### src/rtl/switch_collector_pkg.sv
// Shared constants and helpers for the switch collector:
// default widths, reduction-mode encodings and the debounce counter sizing.
package switch_collector_pkg;

  localparam int unsigned WIDTH_DEF     = 8;
  localparam int unsigned DB_CYCLES_DEF = 16;

  localparam logic MODE_ANY = 1'b0;
  localparam logic MODE_ALL = 1'b1;

  // Counter only has to reach DB_CYCLES-1; keep at least one bit so DB_CYCLES=1 still elaborates.
  function automatic int unsigned cnt_width(input int unsigned n);
    return (n <= 2) ? 1 : $clog2(n);
  endfunction

endpackage

### src/rtl/switch_debouncer.sv
// One switch bit: two-flop synchronizer, then a level that is accepted only
// after DB_CYCLES consecutive disagreeing synchronized samples.
module switch_debouncer
  import switch_collector_pkg::*;
#(
  parameter int unsigned DB_CYCLES = DB_CYCLES_DEF
) (
  input  logic clk,
  input  logic rst_n,
  input  logic i_raw,
  output logic o_stable
);

  localparam int unsigned    CW   = cnt_width(DB_CYCLES);
  localparam logic [CW-1:0]  LAST = CW'(DB_CYCLES - 1);

  logic          r_sync1;
  logic          r_sync2;
  logic          r_stable;
  logic [CW-1:0] r_cnt;

  always_ff @(posedge clk or negedge rst_n) begin
    if (!rst_n) begin
      r_sync1  <= 1'b0;
      r_sync2  <= 1'b0;
      r_stable <= 1'b0;
      r_cnt    <= '0;
    end else begin
      r_sync1 <= i_raw;
      r_sync2 <= r_sync1;
      // Any sample agreeing with the accepted level restarts the qualification window.
      if (r_sync2 == r_stable) begin
        r_cnt <= '0;
      end else if (r_cnt == LAST) begin
        r_stable <= r_sync2;
        r_cnt    <= '0;
      end else begin
        r_cnt <= r_cnt + 1'b1;
      end
    end
  end

  assign o_stable = r_stable;

endmodule

### src/rtl/switch_collector.sv
// Debounces WIDTH raw switches and reduces them (OR or AND, chosen by mode)
// to one registered level with a one-cycle pulse on every toggle.
module switch_collector
  import switch_collector_pkg::*;
#(
  parameter int unsigned WIDTH     = WIDTH_DEF,
  parameter int unsigned DB_CYCLES = DB_CYCLES_DEF
) (
  input  logic             clk,
  input  logic             rst_n,
  input  logic [WIDTH-1:0] i,
  input  logic             mode,
  output logic             o,
  output logic [WIDTH-1:0] stable,
  output logic             changed
);

  logic [WIDTH-1:0] w_stable;
  logic             w_next_o;
  logic             r_o;
  logic             r_changed;

  for (genvar k = 0; k < WIDTH; k++) begin : g_db
    switch_debouncer #(
      .DB_CYCLES (DB_CYCLES)
    ) u_db (
      .clk      (clk),
      .rst_n    (rst_n),
      .i_raw    (i[k]),
      .o_stable (w_stable[k])
    );
  end

  assign w_next_o = (mode == MODE_ALL) ? (&w_stable) : (|w_stable);

  always_ff @(posedge clk or negedge rst_n) begin
    if (!rst_n) begin
      r_o       <= 1'b0;
      r_changed <= 1'b0;
    end else begin
      r_o       <= w_next_o;
      r_changed <= (w_next_o != r_o);
    end
  end

  assign o       = r_o;
  assign stable  = w_stable;
  assign changed = r_changed;

endmodule

### config.mk
export PLATFORM = sky130hd
export DESIGN_NAME = switch_collector
export DESIGN_NICKNAME = d
export VERILOG_FILES = /design/src/rtl/switch_collector_pkg.sv /design/src/rtl/switch_debouncer.sv /design/src/rtl/switch_collector.sv
export SDC_FILE = /design/constraint.sdc
export NUM_CORES = 1
export LEC_CHECK = 0
export CORE_MARGIN = 2
export CORE_UTILIZATION = 55
export CTS_CLUSTER_DIAMETER = 40
export DETAILED_ROUTE_END_ITERATION = 16
export PLACE_DENSITY = 0.79
export SETUP_SLACK_MARGIN = 0.2
export SLEW_MARGIN = 40
export SYNTH_ARGS = -nofsm -noshare
export SYNTH_HDL_FRONTEND = slang
export SYNTH_HIERARCHICAL = 1
export SYNTH_SLANG_ARGS = --single-unit
### constraint.sdc
create_clock -name clk -period 1.7 [get_ports clk]
set_input_delay 0.17 -clock clk [delete_from_list [all_inputs] [get_ports clk]]
set_output_delay 0.17 -clock clk [all_outputs]
set_load 0.005 [all_outputs]
==> Yosys cells after proc, flatten, opt, wreduce, memory -nomap -nowiden <==
Index checks and enable logic that the tools add are counted.
{ "classes": {"addsub": 8, "n_eq_ne": 17, "muxes": 17, "bitwise_logic": 8, "n_reduce_logical": 10} }
{ "op_table": {"columns": ["op", "count"], "rows": [
  ["4-bit two-way mux", 16],
  ["4-bit by 1-bit adder with 4-bit output, second input constant", 8],
  ["4-bit == test, second input constant", 8],
  ["2-bit AND reduction", 8],
  ["1-bit == test", 8],
  ["1-bit NOT", 8],
  ["8-bit AND reduction", 1],
  ["8-bit OR reduction", 1],
  ["1-bit two-way mux", 1],
  ["1-bit != test", 1]
]} }
{ "word_totals": {"register_bits": 58, "in_bits": 11, "out_inout_bits": 10, "elab_cells": 94} }

==> Depth between registers and ports, before layout <==
{ "depth": {"ltp_word": 3, "mapped_depth": 4, "ltp_nobuf": 4} }

==> By module <==
Netlist, hierarchy kept.
{ "modules_own_cells": {"columns": ["mod", "n_inst", "cells_each", "area_per_inst_um2", "seq_area_each_um2"], "rows": [
  ["switch_debouncer", 8, 20, 280.3, 175.2],
  ["switch_collector", 1, 10, 112.6, 50.0]
]} }

==> Worst setup path before layout <==
Ideal clock, no wire load.
{ "synth_path": {"kind": "register -> register", "from": "reg g_db[5].u_db.r_stable", "to": "reg r_changed (netlist: changed)", "setup_ps": 123, "arrival_ps": 1116, "t_required_ps": 1577, "setup_slack_ps": 461, "stages_incl_launch_ff": 5, "period_less_slack_ps": 1239, "path_cell_list": "dfrtp_1 -> nor4_2 -> a21oi_1 -> a41o_1 -> xor2_1"} }
{ "synth_via": {"elab_chain_cells": 3, "elab_cells_between_ends": 4, "cone_classes": "1 x eq/ne; 1 x mux; 2 x reduce/logical"} }
{ "synth_rtl": {"columns": ["item", "line", "rtl"], "rows": [
  ["start: declaration", "switch_debouncer.sv:19", "logic r_stable;"],
  ["start signal: assignment", "switch_debouncer.sv:35", "r_stable <= r_sync2;"],
  ["8-bit OR reduction / 8-bit AND reduction (equally long branches)", "switch_collector.sv:34", "assign w_next_o = (mode == MODE_ALL) ? (&w_stable) : (|w_stable);"],
  ["1-bit two-way mux *", "switch_collector.sv:34", null],
  ["via w_next_o", "switch_collector.sv:19", "logic w_next_o;"],
  ["1-bit != test *", "switch_collector.sv:42", "r_changed <= (w_next_o != r_o);"],
  ["end signal: assignment", "switch_collector.sv:42", null],
  ["end: declaration", "switch_collector.sv:21", "logic r_changed;"]
]} }
The timed path passes the listed nets; every way through them passes the cells marked *.
A chain may end at the register's enable or synchronous reset.

==> Final worst setup path <==
{ "layout_path": {"from": "reg g_db[6].u_db.r_stable", "to": "out stable[6]"} }
{ "layout_lines": {"columns": ["item", "line", "rtl"], "rows": [
  ["start: declaration", "switch_debouncer.sv:19", null],
  ["start signal: assignment", "switch_debouncer.sv:35", null],
  ["end: declaration", "switch_collector.sv:14", "output logic [WIDTH-1:0] stable,"]
]} }
No word-level cell between the ends.

==> flow_metrics.env <==
export IMPL_dp_cells=241
export IMPL_overflow=0
export IMPL_cts_sinks=58
export IMPL_remaining_drc_errors=0
export IMPL_syn_nets=189
export IMPL_hp_class="in2reg"
export IMPL_cpMaxStageDelayCell="clkdlybuf4s50_1"
export IMPL_clock_skew_ns=0.00734
export IMPL_hold_start="i[4]"
export IMPL_via_count=1395
export IMPL_antenna_cells=0
export IMPL_antenna_found_initial=0
export IMPL_drv_slew=0
export IMPL_slowest_delay_ns=0.52
export IMPL_rows=23
export IMPL_period_share=0.855
export IMPL_drt_wl_total_mm=3.93
export IMPL_port_buffers=20
export IMPL_r2r_slack_ns=0.34
export IMPL_post_drt_wl_per_cell_um=15.0
export IMPL_power_density_nw_per_um2=1040
export IMPL_synth_area_per_cell_um2=13.9
export IMPL_r2r_end="changed"
export IMPL_drive_above_1_share=0.244
export IMPL_utilization=0.716
export IMPL_crit_buf_inv=1
export IMPL_setup_viol=0
export IMPL_hold_end="g_db[4].u_db/r_sync1"
export IMPL_routed_via_density=5.30
export IMPL_layout_commonest_cell="dfrtp_1"
export IMPL_slew_headroom=0.633
export IMPL_final_area_um2=2910
export IMPL_cp_arrival_ns=1.28
export IMPL_clock_path_buffers=2
export IMPL_min_period_ns=1.45
export IMPL_grt_max_degree=36
export IMPL_insertion_delay_ns=0.33
export IMPL_drt_initial_drc_count=64
export IMPL_reg2reg_from="g_db[5].u_db/o_stable"
export IMPL_final_cells=263
export IMPL_cap_violations=0
export IMPL_syn_area_um2=2350
export IMPL_critPathLaunchType="register"
export IMPL_hold_violations=0
export IMPL_clkTransAtPathRegs_ns=0.06
export IMPL_dp_hpwl_mm=2.79
export IMPL_setup_tns_final_ns=0
export IMPL_nFillCells=254
export IMPL_pre_cts_slack_ns=0.377
export IMPL_r2r_cells=5
export IMPL_ys_types=17
export IMPL_grt_util_all_layers=0.191
export IMPL_power_mw=3.02
export IMPL_h_tree_depth=3
export IMPL_worst_slack_ns=0.247
export IMPL_postRouteAntennaNets=0
export IMPL_ir_drop_v=0.000634
export IMPL_power_leakage_nw=1.28
export IMPL_cts_buffers=9
export IMPL_status="finished, final reports clean"
export IMPL_ios=21
export IMPL_die_width_um=69.4
export IMPL_whs_ns=0.279
export IMPL_nets=227
export IMPL_crit_required_ns=1.53
export IMPL_fp_dieArea_um2=4820
export IMPL_syn2layout_area_growth_pct=23.4
export IMPL_firstDrtPassIters=4
export IMPL_path_cells="clkdlybuf4s50_1"
export IMPL_place_area_um2=2630
export IMPL_gp_congestion=0.705
export IMPL_grt_pass1_wl_mm=6.91
export IMPL_critPathCaptureType="output port"
export IMPL_min_path_cells=1
export IMPL_netlist_instances=170
export IMPL_cts_root_buffer="clkbuf_8"
export IMPL_fmaxAchievable_mhz=688
export IMPL_worst_pin_slew_ns=0.550
export IMPL_cts_tree="built"
export IMPL_mostFrequentLayoutCells="dfrtp_1 (53), clkdlybuf4s50_1 (18), a21oi_1 (17)"
export IMPL_worstSetupPathType="reg2out"
export IMPL_coreArea_um2=4060
export IMPL_die_y_um=69.4
export IMPL_grt_pass1_vias=1497
export IMPL_rsz0062_at_grt="no"
export IMPL_yosysSeqAreaShare=0.616
export IMPL_cpLargestDelayFamily="buffers and inverters"
export IMPL_start_util=0.580
export IMPL_cp_max_fo=5
export IMPL_synth_seq_cells=58
export IMPL_yosysWarnings=6
-- kinds of logic (layout without fill, tap and decap cells) --
kind of cell / after synthesis / in the layout / share of synthesized area
buffers and inverters: 8 / 51 / 0.0128
and+or+nand+nor: 45 / 45 / 0.157
muxes: 8 / 8 / 0.0510
DFF: 58 / 58 / 0.616
xor gates and xnor gates: 17 / 17 / 0.0632
AOI/OAI and AO/OA: 26 / 26 / 0.0574
adders and majority gates: 8 / 8 / 0.0425
-- how the worst max path moves through the flow --
stage	startpoint	endpoint	slack [ns]	depth (start not counted)
finish	g_db[6].u_db/o_stable	stable[6]	0.25	1
global placement	mode	changed	0.41	5
CTS	g_db[0].u_db/o_stable	stable[0]	0.21	1
floorplan	g_db[5].u_db/o_stable	changed	0.46	4
detailed placement	mode	changed	0.38	5
global route	g_db[6].u_db/o_stable	stable[6]	0.20	1
-- flip-flops by register name (all words and copies together), names as in the netlist --
signal and flops:
o 1, g_db.u_db/r_sync1 8, g_db.u_db/r_sync2 8, changed 1, g_db.u_db/o_stable 8, g_db.u_db/r_cnt 32
-- Yosys cell counts --
library cell	count	area share
mux2_4	8	0.051
ha_1	8	0.043
nor3b_2	8	0.043
nor4_2	2	0.011
inv_1	8	0.013
xor2_1	1	0.0037
nand4_1	1	0.0027
nor2b_1	8	0.021
dfrtp_1	58	0.62
a21oi_1	17	0.036
nor2_1	9	0.014
xnor2_1	16	0.060
a41o_1	1	0.0043
nand4b_1	8	0.030
o21ai_0	8	0.017
nand3_2	8	0.034
nand2_1	1	0.0016
-- what timing repair did --
action	CTS	global route
resized for setup	4	2
endpoints found under the setup margin	7	3
hold buffers	1	0
setup buffers	3	2
endpoints found under the hold margin	23	0
-- metal layers --
metal	routed length, µm	GRT usage	vias to the layer above
met5	0	0	-
met4	74	0.0871	0
met3	203	0.0887	7
met2	1910	0.287	26
met1	1740	0.235	691
li1	-	-	671
-- power breakdown --
| part | total (mW) | switching, mW | internal (mW) |
|---|---|---|---|
| combinational | 0.176 | 0.0850 | 0.0912 |
| clock | 1.33 | 0.493 | 0.839 |
| sequential | 1.51 | 0.0624 | 1.45 |
-- layout make-up --
cell class | count | area, µm² | share of cell area
Inverter | 8 | 30.0 | 0.0103
Clock buffer | 15 | 186 | 0.0642
Multi-Input combinational cell | 104 | 873 | 0.301
Timing Repair Buffer | 27 | 265 | 0.0913
Clock inverter | 1 | 30.0 | 0.0103
Tap cell | 50 | 62.6 | 0.0215
Sequential cell | 58 | 1460 | 0.502
Power figures use the tool's default switching activity.
